<file path="src/rtl/calc_pkg.sv">
// calc_pkg: state encoding, keypad character codes and key classifiers
// shared by the calculator engine and its divider.
// Build option: define CALC_DIV_EN to enable '/' and the iterative divider.
package calc_pkg;

  typedef enum logic [2:0] {
    S_A   = 3'd0,
    S_B   = 3'd1,
    S_DIV = 3'd2,
    S_RES = 3'd3,
    S_ERR = 3'd4
  } calc_state_e;

  localparam logic [7:0] CH_PLUS  = 8'h2B;  // '+'
  localparam logic [7:0] CH_MINUS = 8'h2D;  // '-'
  localparam logic [7:0] CH_MUL   = 8'h2A;  // '*'
  localparam logic [7:0] CH_DIV   = 8'h2F;  // '/'
  localparam logic [7:0] CH_EQ    = 8'h3D;  // '='
  localparam logic [7:0] CH_CLR   = 8'h43;  // 'C'
  localparam logic [7:0] CH_0     = 8'h30;  // '0'
  localparam logic [7:0] CH_9     = 8'h39;  // '9'

`ifdef CALC_DIV_EN
  localparam bit DIV_EN = 1'b1;
`else
  localparam bit DIV_EN = 1'b0;
`endif

  function automatic logic is_digit(input logic [7:0] c);
    return (c >= CH_0) && (c <= CH_9);
  endfunction

  // '/' only counts as an operator when the divider is built in; otherwise
  // it falls through as an unrecognised key and is ignored everywhere.
  function automatic logic is_op(input logic [7:0] c);
    return (c == CH_PLUS) || (c == CH_MINUS) || (c == CH_MUL) ||
           (DIV_EN && (c == CH_DIV));
  endfunction

endpackage

</file>
<file path="src/rtl/calc_divider.sv">
// calc_divider: W-bit unsigned restoring divider, one quotient bit per cycle.
// The first step is taken in the same cycle as start, so done is a one-cycle
// pulse in the W-th cycle after start, with quotient already final.
// Only instantiated when CALC_DIV_EN is defined.
module calc_divider #(
  parameter int W = 16
) (
  input  logic         clk,
  input  logic         rst,
  input  logic         start,
  input  logic [W-1:0] dividend,
  input  logic [W-1:0] divisor,
  output logic         done,
  output logic [W-1:0] quotient
);

  localparam int CW = $clog2(W + 1);

  logic [W-1:0]  rem_q, quo_q, dvs_q;
  logic [CW-1:0] cnt_q;
  logic [W-1:0]  rem_in, quo_in, dvs_in, rem_nx, quo_nx;
  logic [W+1:0]  trial;

  // One restoring step, on fresh operands when starting, else on held state
  always_comb begin
    rem_in = start ? '0       : rem_q;
    quo_in = start ? dividend : quo_q;
    dvs_in = start ? divisor  : dvs_q;
    trial  = {1'b0, rem_in, quo_in[W-1]} - {2'b00, dvs_in};
    // Non-negative trial is always below the divisor, so bit W is zero then
    if (|trial[W+1:W]) begin
      rem_nx = {rem_in[W-2:0], quo_in[W-1]};
      quo_nx = {quo_in[W-2:0], 1'b0};
    end else begin
      rem_nx = trial[W-1:0];
      quo_nx = {quo_in[W-2:0], 1'b1};
    end
  end

  // Iteration registers: load-and-step on start, then count down the rest
  always_ff @(posedge clk or posedge rst) begin
    if (rst) begin
      rem_q <= '0;
      quo_q <= '0;
      dvs_q <= '0;
      cnt_q <= '0;
      done  <= 1'b0;
    end else if (start) begin
      rem_q <= rem_nx;
      quo_q <= quo_nx;
      dvs_q <= divisor;
      cnt_q <= CW'(W - 1);
      done  <= (W == 1);
    end else if (cnt_q != '0) begin
      rem_q <= rem_nx;
      quo_q <= quo_nx;
      cnt_q <= cnt_q - 1'b1;
      done  <= (cnt_q == CW'(1));
    end else begin
      done  <= 1'b0;
    end
  end

  assign quotient = quo_q;

endmodule

</file>
<file path="src/rtl/calc_engine.sv">
// calc_engine: multi-digit four-function calculator between the keypad
// decoder and the display driver. Results can seed the next expression;
// overflow, negative results and divide-by-zero latch a sticky error.
// Build option: CALC_DIV_EN adds '/', the S_DIV state and calc_divider.
//
// Key handshake: btn_valid is a one-cycle strobe qualifying btn_char; there
// is no backpressure. A key is taken when btn_valid=1 and (busy=0 or the key
// is 'C'); any other strobe is dropped and leaves every output unchanged.
module calc_engine
  import calc_pkg::*;
#(
  parameter int W          = 16,
  parameter int MAX_DIGITS = 4
) (
  input  logic         clk,
  input  logic         rst,
  input  logic         btn_valid,
  input  logic [7:0]   btn_char,
  output logic         busy,
  output logic [7:0]   disp_char0,
  output logic [7:0]   disp_char1,
  output logic [7:0]   op_char,
  output logic [W-1:0] entry_val,
  output logic [W-1:0] result_value,
  output logic         result_valid,
  output logic         error
);

  localparam int CW = $clog2(MAX_DIGITS + 1);

  calc_state_e     state_q, state_d;
  logic [W-1:0]    acc_q, acc_d, a_q, a_d, res_q, res_d;
  logic [CW-1:0]   ndig_q, ndig_d;
  logic [7:0]      d0_q, d0_d, d1_q, d1_d, op_q, op_d;
  logic            rv_q, rv_d, err_q, err_d;

  logic            accept, is_clr, key_digit, key_op, room, shift;
  logic [W-1:0]    digit_val, acc_push;
  logic [2*W-1:0]  a_wide, b_wide, sum_wide, prod_wide;
  logic            div_start, div_done;
  logic [W-1:0]    div_quo;

  assign is_clr    = (btn_char == CH_CLR);
  assign key_digit = is_digit(btn_char);
  assign key_op    = is_op(btn_char);
  assign accept    = btn_valid && (!busy || is_clr);
  assign room      = (ndig_q < CW'(MAX_DIGITS));
  assign digit_val = W'(btn_char - CH_0);
  assign acc_push  = acc_q * 4'd10 + digit_val;

  // Operands widened so overflow is visible in the upper half
  assign a_wide    = {{W{1'b0}}, a_q};
  assign b_wide    = {{W{1'b0}}, acc_q};
  assign sum_wide  = a_wide + b_wide;
  assign prod_wide = a_wide * b_wide;

  // Next-state and register updates for every accepted key and division end
  always_comb begin
    state_d   = state_q;
    acc_d     = acc_q;
    a_d       = a_q;
    res_d     = res_q;
    ndig_d    = ndig_q;
    op_d      = op_q;
    d0_d      = d0_q;
    d1_d      = d1_q;
    rv_d      = 1'b0;
    err_d     = err_q;
    div_start = 1'b0;
    shift     = 1'b0;

    if (accept && is_clr) begin
      state_d = S_A;
      acc_d   = '0;
      a_d     = '0;
      res_d   = '0;
      ndig_d  = '0;
      op_d    = '0;
      d0_d    = '0;
      d1_d    = '0;
      err_d   = 1'b0;
    end else if (state_q == S_DIV) begin
      if (div_done) begin
        res_d   = div_quo;
        rv_d    = 1'b1;
        state_d = S_RES;
      end
    end else if (accept) begin
      case (state_q)
        S_A, S_B: begin
          if (key_digit) begin
            if (room) begin
              acc_d  = acc_push;
              ndig_d = ndig_q + 1'b1;
              shift  = 1'b1;
            end
          end else if (key_op) begin
            if (state_q == S_A && ndig_q != '0) begin
              a_d     = acc_q;
              op_d    = btn_char;
              acc_d   = '0;
              ndig_d  = '0;
              state_d = S_B;
              shift   = 1'b1;
            end else if (state_q == S_B && ndig_q == '0) begin
              op_d  = btn_char;
              shift = 1'b1;
            end
          end else if (btn_char == CH_EQ && state_q == S_B && ndig_q != '0) begin
            shift   = 1'b1;
            acc_d   = '0;
            ndig_d  = '0;
            state_d = S_RES;
            rv_d    = 1'b1;
            case (op_q)
              CH_PLUS: begin
                if (|sum_wide[2*W-1:W]) err_d = 1'b1;
                else res_d = sum_wide[W-1:0];
              end
              CH_MINUS: begin
                if (a_q < acc_q) err_d = 1'b1;
                else res_d = a_q - acc_q;
              end
              CH_MUL: begin
                if (|prod_wide[2*W-1:W]) err_d = 1'b1;
                else res_d = prod_wide[W-1:0];
              end
              default: begin
                // Division: a zero divisor fails at once, never starting
                if (acc_q == '0) begin
                  err_d = 1'b1;
                end else begin
                  div_start = 1'b1;
                  rv_d      = 1'b0;
                  state_d   = S_DIV;
                end
              end
            endcase
            if (err_d) begin
              res_d   = '0;
              state_d = S_ERR;
            end
          end
        end
        S_RES: begin
          if (key_digit) begin
            acc_d   = digit_val;
            ndig_d  = CW'(1);
            op_d    = '0;
            state_d = S_A;
            shift   = 1'b1;
          end else if (key_op) begin
            a_d     = res_q;
            op_d    = btn_char;
            acc_d   = '0;
            ndig_d  = '0;
            state_d = S_B;
            shift   = 1'b1;
          end
        end
        default: ;  // S_ERR: only 'C', handled above
      endcase
    end

    if (shift) begin
      d1_d = d0_q;
      d0_d = btn_char;
    end
  end

  // State and datapath registers
  always_ff @(posedge clk or posedge rst) begin
    if (rst) begin
      state_q <= S_A;
      acc_q   <= '0;
      a_q     <= '0;
      res_q   <= '0;
      ndig_q  <= '0;
      op_q    <= '0;
      d0_q    <= '0;
      d1_q    <= '0;
      rv_q    <= 1'b0;
      err_q   <= 1'b0;
    end else begin
      state_q <= state_d;
      acc_q   <= acc_d;
      a_q     <= a_d;
      res_q   <= res_d;
      ndig_q  <= ndig_d;
      op_q    <= op_d;
      d0_q    <= d0_d;
      d1_q    <= d1_d;
      rv_q    <= rv_d;
      err_q   <= err_d;
    end
  end

`ifdef CALC_DIV_EN
  assign busy = (state_q == S_DIV);

  calc_divider #(.W(W)) u_div (
    .clk      (clk),
    .rst      (rst),
    .start    (div_start),
    .dividend (a_q),
    .divisor  (acc_q),
    .done     (div_done),
    .quotient (div_quo)
  );
`else
  logic unused_div_start;
  assign unused_div_start = div_start;
  assign busy             = 1'b0;
  assign div_done         = 1'b0;
  assign div_quo          = '0;
`endif

  assign disp_char0   = d0_q;
  assign disp_char1   = d1_q;
  assign op_char      = op_q;
  assign entry_val    = (state_q == S_RES) ? res_q : acc_q;
  assign result_value = res_q;
  assign result_valid = rv_q;
  assign error        = err_q;

endmodule

</file>
<file path="config.mk">
export PLATFORM = sky130hd
export DESIGN_NAME = calc_engine
export DESIGN_NICKNAME = d
export VERILOG_FILES = /design/src/rtl/calc_pkg.sv /design/src/rtl/calc_divider.sv /design/src/rtl/calc_engine.sv
export SDC_FILE = /design/constraint.sdc
export NUM_CORES = 1
export LEC_CHECK = 0
export ABC_AREA = 1
export BUFFER_PORTS_ARGS = -buffer_cell sky130_fd_sc_hd__clkbuf_2
export CAP_MARGIN = 30
export CORE_MARGIN = 2
export CORE_UTILIZATION = 45
export CTS_CLUSTER_DIAMETER = 40
export DETAILED_ROUTE_END_ITERATION = 8
export SYNTH_ARGS = -nofsm -noshare
export SYNTH_HDL_FRONTEND = slang
export SYNTH_HIERARCHICAL = 1
export SYNTH_SLANG_ARGS = --single-unit
</file>
<file path="constraint.sdc">
create_clock -name clk -period 11.8 [get_ports clk]
set_clock_uncertainty 0.05 [all_clocks]
set_input_delay 0 -clock clk [delete_from_list [all_inputs] [get_ports clk]]
set_output_delay 0 -clock clk [all_outputs]
set_load 0.005 [all_outputs]
</file>
# Yosys cells after proc, flatten, opt, wreduce, memory -nomap -nowiden
# Index checks and enable logic that the tools add are counted.
[totals]
regBits = 80
word_cells = 188
input_bits = 11
out_inout_bits = 59
[classes]
n_mul = 2
add_sub_neg = 5
reduce_logical = 28
eq_ne = 29
order_cmp = 4
muxes = 110
[ops]
columns = ["cell", "count"]
rows = [
  ["16-bit two-way mux", 30],
  ["8-bit two-way mux", 12],
  ["16-bit case mux with 2 select lines", 2],
  ["3-bit two-way mux", 20],
  ["8-bit by 6-bit == test with 1-bit output, second input constant", 7],
  ["16-bit case mux with 3 select lines", 1],
  ["1-bit two-way mux", 40],
  ["16-bit by 16-bit multiplier with 32-bit output", 1],
  ["4-bit inequality test, second input constant", 8],
  ["16-bit OR reduction", 2],
  ["7-bit AND reduction", 3],
  ["16-bit by 16-bit adder with 17-bit output", 1],
  ["16-bit adder", 1],
  ["16-bit logical NOT", 1],
  ["16-bit < comparator", 1],
  ["16-bit by 3-bit multiplier with 15-bit output, second input constant", 1],
  ["8-bit case mux with 2 select lines", 1],
  ["16-bit subtractor", 1],
  ["3-bit inequality test, second input constant", 5],
  ["3-bit case mux with 2 select lines", 2],
  ["5-bit inequality test, second input constant", 2],
  ["10-bit AND reduction", 1],
  ["8-bit by 6-bit subtractor with 9-bit output, second input constant", 1],
  ["8-bit by 7-bit == test with 1-bit output, second input constant", 1],
  ["other kinds (20)", 33],
]

# Depth between registers and ports, before layout
[depth]
depth_word = 19
ltp_mapped = 37
mapped_depth_nobuf = 34

# Least setup slack after synthesis
# Ideal clock, no wire load.
[synth_path]
path_kind = "register -> register"
start = "register acc_q[1]"
end = "register res_q[2], in the netlist result_value[2]"
n_path_buf = 3
arrival_time_ns = 6.005
stages_incl_launch_ff = 34
setup_time_ns = 0.065
period_less_slack_ns = 6.120
required_ns = 11.685
slack_ns = 5.680
path_cell_list = "dfrtp_1 clkbuf_1 clkbuf_1 nand2_1 fa_1 fa_1 fa_1 fa_1 inv_1 fa_1 inv_1 fa_1 inv_1 ha_1 nand2_2 inv_1 nand2_1 nand2_1 inv_1 nand3_1 nand2_1 nand3_1 nand2_1 nand2_1 nor2_1 nand2_1 nor2_1 nand2_1 nand2_2 nand3_2 nor2_4 buf_6 nand4_1 nand2_1"
[synth_via]
elab_chain_len = 19
word_cells_on_any_way = 36
classes_between = "2 x add/sub; 1 x mul; 1 x order compare; 3 x eq/ne; 24 x mux; 5 x reduce/logical"
[synth_lines]
columns = ["item", "line_no", "text"]
rows = [
  ["start: declaration", "calc_engine.sv:32", "logic [W-1:0] acc_q, acc_d, a_q, a_d, res_q, res_d;"],
  ["start signal: assignment", "calc_engine.sv:175", "acc_q <= '0;"],
  ["start signal: assignment", "calc_engine.sv:186", "acc_q <= acc_d;"],
  ["16-bit by 16-bit multiplier with 32-bit output or 16-bit by 16-bit adder with 17-bit output (tied branches)", "calc_engine.sv:55, calc_engine.sv:54", ""],
  ["16-bit OR reduction, on equally long branches", "calc_engine.sv:125, calc_engine.sv:117", ""],
  ["1-bit two-way mux, on equally long branches", "calc_engine.sv:125, calc_engine.sv:117", ""],
  ["1-bit case mux with 3 select lines", "calc_engine.sv:115", "case (op_q)"],
  ["1-bit two-way mux", "calc_engine.sv:109", "end else if (btn_char == CH_EQ && state_q == S_B && ndig_q != '0) begin"],
  ["1-bit two-way mux", "calc_engine.sv:97", "end else if (key_op) begin"],
  ["1-bit two-way mux", "calc_engine.sv:91", "if (key_digit) begin"],
  ["1-bit two-way mux", "calc_engine.sv:89", "case (state_q)"],
  ["[3 not listed]", "n/a", ""],
  ["16-bit two-way mux", "calc_engine.sv:139", "if (err_d) begin"],
  ["16-bit two-way mux", "calc_engine.sv:109", ""],
  ["16-bit two-way mux", "calc_engine.sv:97", ""],
  ["16-bit two-way mux", "calc_engine.sv:91", ""],
  ["16-bit two-way mux", "calc_engine.sv:89", ""],
  ["16-bit two-way mux", "calc_engine.sv:88", "end else if (accept) begin"],
  ["16-bit two-way mux", "calc_engine.sv:82", "end else if (state_q == S_DIV) begin"],
  ["16-bit two-way mux", "calc_engine.sv:72", "if (accept && is_clr) begin"],
  ["end signal: assignment", "calc_engine.sv:188", "res_q <= res_d;"],
  ["end: declaration", "calc_engine.sv:32", ""],
]
# Several ways; a longest one is shown, not always the timed one. The select of a mux whose other input is x is not followed.
# A chain may end at the register's enable or synchronous reset.

# Worst setup path after layout
[layout_path]
start = "register a_q[7]"
end = "register res_q[12], in the netlist result_value[12]"
[layout_via]
elab_chain_len = 19
word_cells_on_any_way = 34
classes_between = "2 x add/sub; 1 x mul; 1 x order compare; 3 x eq/ne; 23 x mux; 4 x reduce/logical"
[layout_lines]
columns = ["item", "line_no", "text"]
rows = [
  ["start: declaration", "calc_engine.sv:32", ""],
  ["start signal: assignment", "calc_engine.sv:176", "a_q <= '0;"],
  ["start signal: assignment", "calc_engine.sv:187", "a_q <= a_d;"],
  ["16-bit by 16-bit multiplier with 32-bit output or 16-bit by 16-bit adder with 17-bit output (tied branches)", "calc_engine.sv:55, calc_engine.sv:54", ""],
  ["16-bit OR reduction, on equally long branches", "calc_engine.sv:125, calc_engine.sv:117", ""],
  ["1-bit two-way mux, on equally long branches", "calc_engine.sv:125, calc_engine.sv:117", ""],
  ["1-bit case mux with 3 select lines", "calc_engine.sv:115", ""],
  ["1-bit two-way mux", "calc_engine.sv:109", ""],
  ["1-bit two-way mux", "calc_engine.sv:97", ""],
  ["1-bit two-way mux", "calc_engine.sv:91", ""],
  ["1-bit two-way mux", "calc_engine.sv:89", ""],
  ["[3 not listed]", "n/a", ""],
  ["16-bit two-way mux", "calc_engine.sv:139", ""],
  ["16-bit two-way mux", "calc_engine.sv:109", ""],
  ["16-bit two-way mux", "calc_engine.sv:97", ""],
  ["16-bit two-way mux", "calc_engine.sv:91", ""],
  ["16-bit two-way mux", "calc_engine.sv:89", ""],
  ["16-bit two-way mux", "calc_engine.sv:88", ""],
  ["16-bit two-way mux", "calc_engine.sv:82", ""],
  ["16-bit two-way mux", "calc_engine.sv:72", ""],
]
# Several ways; a longest one is shown, not always the timed one. The select of a mux whose other input is x is not followed.

==> flow_metrics.env <==
export IMPL_io_buffers=68
export IMPL_die_w_um=196
export IMPL_clk_latency_ps=350
export IMPL_seq_area_frac_synth_pct=12.1
export IMPL_nets=2767
export IMPL_slew_viol_final=0
export IMPL_synth_distinct_cells=53
export IMPL_setup_tns_final_ps=0
export IMPL_finalHoldViolCount=0
export IMPL_die_h_um=196
export IMPL_die_area_sq_um=38300
export IMPL_clk_pin_slew_ps=70
export IMPL_ys_warn_count=6
export IMPL_num_rows=70
export IMPL_tightest_slew_ps=1040
export IMPL_grt_max_degree=75
export IMPL_path_buf_inv=5
export IMPL_globalRouteTotalUtil_pct=27.8
export IMPL_power_density_nw_per_um2=39.1
export IMPL_cts_tree="yes"
export IMPL_ctsLongestPathBuffers=2
export IMPL_dp_cells=2828
export IMPL_drive_gt1_share_pct=6.96
export IMPL_required_ps=12030
export IMPL_total_power_mw=0.692
export IMPL_antenna_found_initial=0
export IMPL_vias=14900
export IMPL_reg2reg_from="a_q[7]"
export IMPL_power_leakage_nw=10.8
export IMPL_path_depth=27
export IMPL_wl_met2_um=23400
export IMPL_grt_pass1_wl_um=82800
export IMPL_fmax_mhz=135
export IMPL_layout_setup_ws_ps=4390
export IMPL_setup_viol=0
export IMPL_path_delay_family="adder cells"
export IMPL_ys_ff_latch=80
export IMPL_vias_per_cell=5.21
export IMPL_synth_largest_area_cell="fa_1"
export IMPL_crit_start="a_q[7]"
export IMPL_dp_worst_setup_slack_ps=4490
export IMPL_synth_top_area_share_pct=24.0
export IMPL_synth_area_top_cells="fa_1, nand2_1, ha_1"
export IMPL_cp_arrival_ps=7640
export IMPL_initial_utilization_pct=45.4
export IMPL_critPathKind="flip-flop to flip-flop"
export IMPL_async_reset_ff_share_pct=100
export IMPL_rsz0062_at_grt="no"
export IMPL_design_area_sq_um=17700
export IMPL_wl_met3_um=3390
export IMPL_fillers=3700
export IMPL_period_minus_slack_ps=7410
export IMPL_ios=70
export IMPL_slew_headroom_pct=30.6
export IMPL_crit_path_end_kind="flip-flop"
export IMPL_drt_total_wl_um=51700
export IMPL_crit_path_max_fanout=18
export IMPL_area_delta_synth_final_pct=7.23
export IMPL_hpwl_um=41500
export IMPL_wl_met1_um=23800
export IMPL_drtAntennaViolNets=0
export IMPL_hold_depth=3
export IMPL_cp_start_kind="flip-flop"
export IMPL_dr_pass1_iters=6
export IMPL_fin_cells=2854
export IMPL_cts_buffers=9
export IMPL_top_layer="met4"
export IMPL_wire_per_inst_um=18.1
export IMPL_synth_area_sq_um=16500
export IMPL_placement_cell_area_sq_um=17300
export IMPL_synth_most_common_cell="nand2_1"
export IMPL_synth_ff_type="dfrtp_1"
export IMPL_path_common_cell="fa_1"
export IMPL_remaining_drc_errors=0
export IMPL_period_share_pct=62.8
export IMPL_ff2ff_path_depth=27
export IMPL_htreeDepth=3
export IMPL_routabilityCongestion=0.937
export IMPL_syn_num_nets=2748
export IMPL_r2r_setup_slack_ps=4390
export IMPL_grt_pass1_vias=15100
export IMPL_slowest_stage="dfrtp_1"
export IMPL_grt_ovfl_total=0
export IMPL_netlist_instances=2361
export IMPL_utilization_pct=48.7
export IMPL_hold_slack_ps=27.1
export IMPL_coreArea_sq_um=36300
export IMPL_hp_class="primary input to flip-flop"
export IMPL_synth_edf_count=0
export IMPL_synth_area_per_cell_sq_um=7.00
export IMPL_dr_first_iter_drc_count=1157
export IMPL_r2r_end="result_value[12]"
export IMPL_drv_cap=0
export IMPL_cpPeakStageDelay_ps=960
export IMPL_endpoint="result_value[12]"
export IMPL_cts_sink_count=80
export IMPL_status="finished, final reports clean"
export IMPL_max_vdd_ir_drop_mv=0.0556
export IMPL_cts_root_buf="clkbuf_16"
export IMPL_synth_commonest_cells="nand2_1, inv_1, fa_1"
==> area by class of cell <==
cell class	count	area, sq um	area share [%]
Multi-Input combinational cell	1592	11900	67.2
Timing Repair Buffer	106	706	3.98
Clock inverter	7	77.6	0.438
Antenna cell	1	2.50	0.0141
Tap cell	468	586	3.31
Inverter	591	2220	12.5
Clock buffer	9	225	1.27
Sequential cell	80	2000	11.3
==> timing repair <==
item / CTS / global route
endpoints found under the hold margin: 14 / 0
setup endpoints to repair: 0 / 0
hold buffers: 8 / 0
gates resized for setup: 0 / 0
setup buffers: 0 / 0
==> report_power, final <==
part	internal (mW)	leakage (nW)	switching [mW]
clock	0.167	0.152	0.131
sequential	0.276	0.867	0.00138
combinational	0.0408	9.80	0.0755
total	0.484	10.8	0.208
==> layer usage <==
metal	vias to the layer above	global-route usage (%)
met5	-	0
met4	0	6.22
met3	53	3.01
met2	477	45.3
met1	7160	39.8
li1	7178	-
==> kinds of logic after synthesis <==
| logic type | synth area share [%] |
|---|---|
| AO/OA/AOI/OAI | 9.23 |
| XOR/XNOR | 2.17 |
| adder cells (fa/ha/maj) | 37.5 |
| buffers and inverters | 15.9 |
| flip-flops | 12.1 |
| other | 0.0227 |
| AND/OR/NAND/NOR | 23.0 |
==> tightest hold or removal path, delay by kind of cell <==
family,cells,cell delay (ps)
AND/OR/NAND/NOR,1,120
AO/OA/AOI/OAI,1,80
buffers and inverters,1,170
==> how the worst min path moves through the flow <==
stage                      startpoint           end  slack [ps]
after global routing      btn_char[2]    op_char[2]          60
after global placement            rst       a_q[10]        -190
after CTS                 btn_char[2]    op_char[2]          10
final                     btn_char[2]    op_char[2]          30
after detailed placement          rst       a_q[10]        -190
after floorplan             btn_valid  result_valid          80
==> state kept, by name (all words and copies together) (netlist names) <==
name	count
a_q	16
acc_q	16
result_value	16
disp_char0	8
disp_char1	8
op_char	8
ndig_q	3
state_q	3
error	1
result_valid	1
==> cell usage in the layout, fill, tap and decap left out, types with 3 or more instances in the layout <==
cell type / n
a211oi_1: 3
buf_16: 3
fa_1: 198
nor4_1: 4
buf_4: 27
a21oi_1: 93
o211ai_1: 5
inv_1: 577
a21o_1: 11
nand2_2: 8
nor2_1: 98
nand2_1: 617
ha_1: 178
nand3_2: 7
inv_2: 10
o2111ai_1: 4
o21bai_1: 5
clkbuf_2: 68
nand4_1: 34
nor2_2: 7
o21ai_1: 8
dlygate4sd3_1: 8
dfrtp_1: 80
o22ai_1: 16
xnor2_1: 21
xor2_1: 20
o21ai_0: 98
nor3_1: 19
clkinv_2: 3
clkinv_1: 3
nand3_1: 87
a31oi_1: 8
o221ai_1: 3
nor3_2: 4
nor2_4: 3
o31ai_1: 7
clkbuf_16: 9
or2_2: 7
No activity file was read; power rests on OpenSTA's default activity.
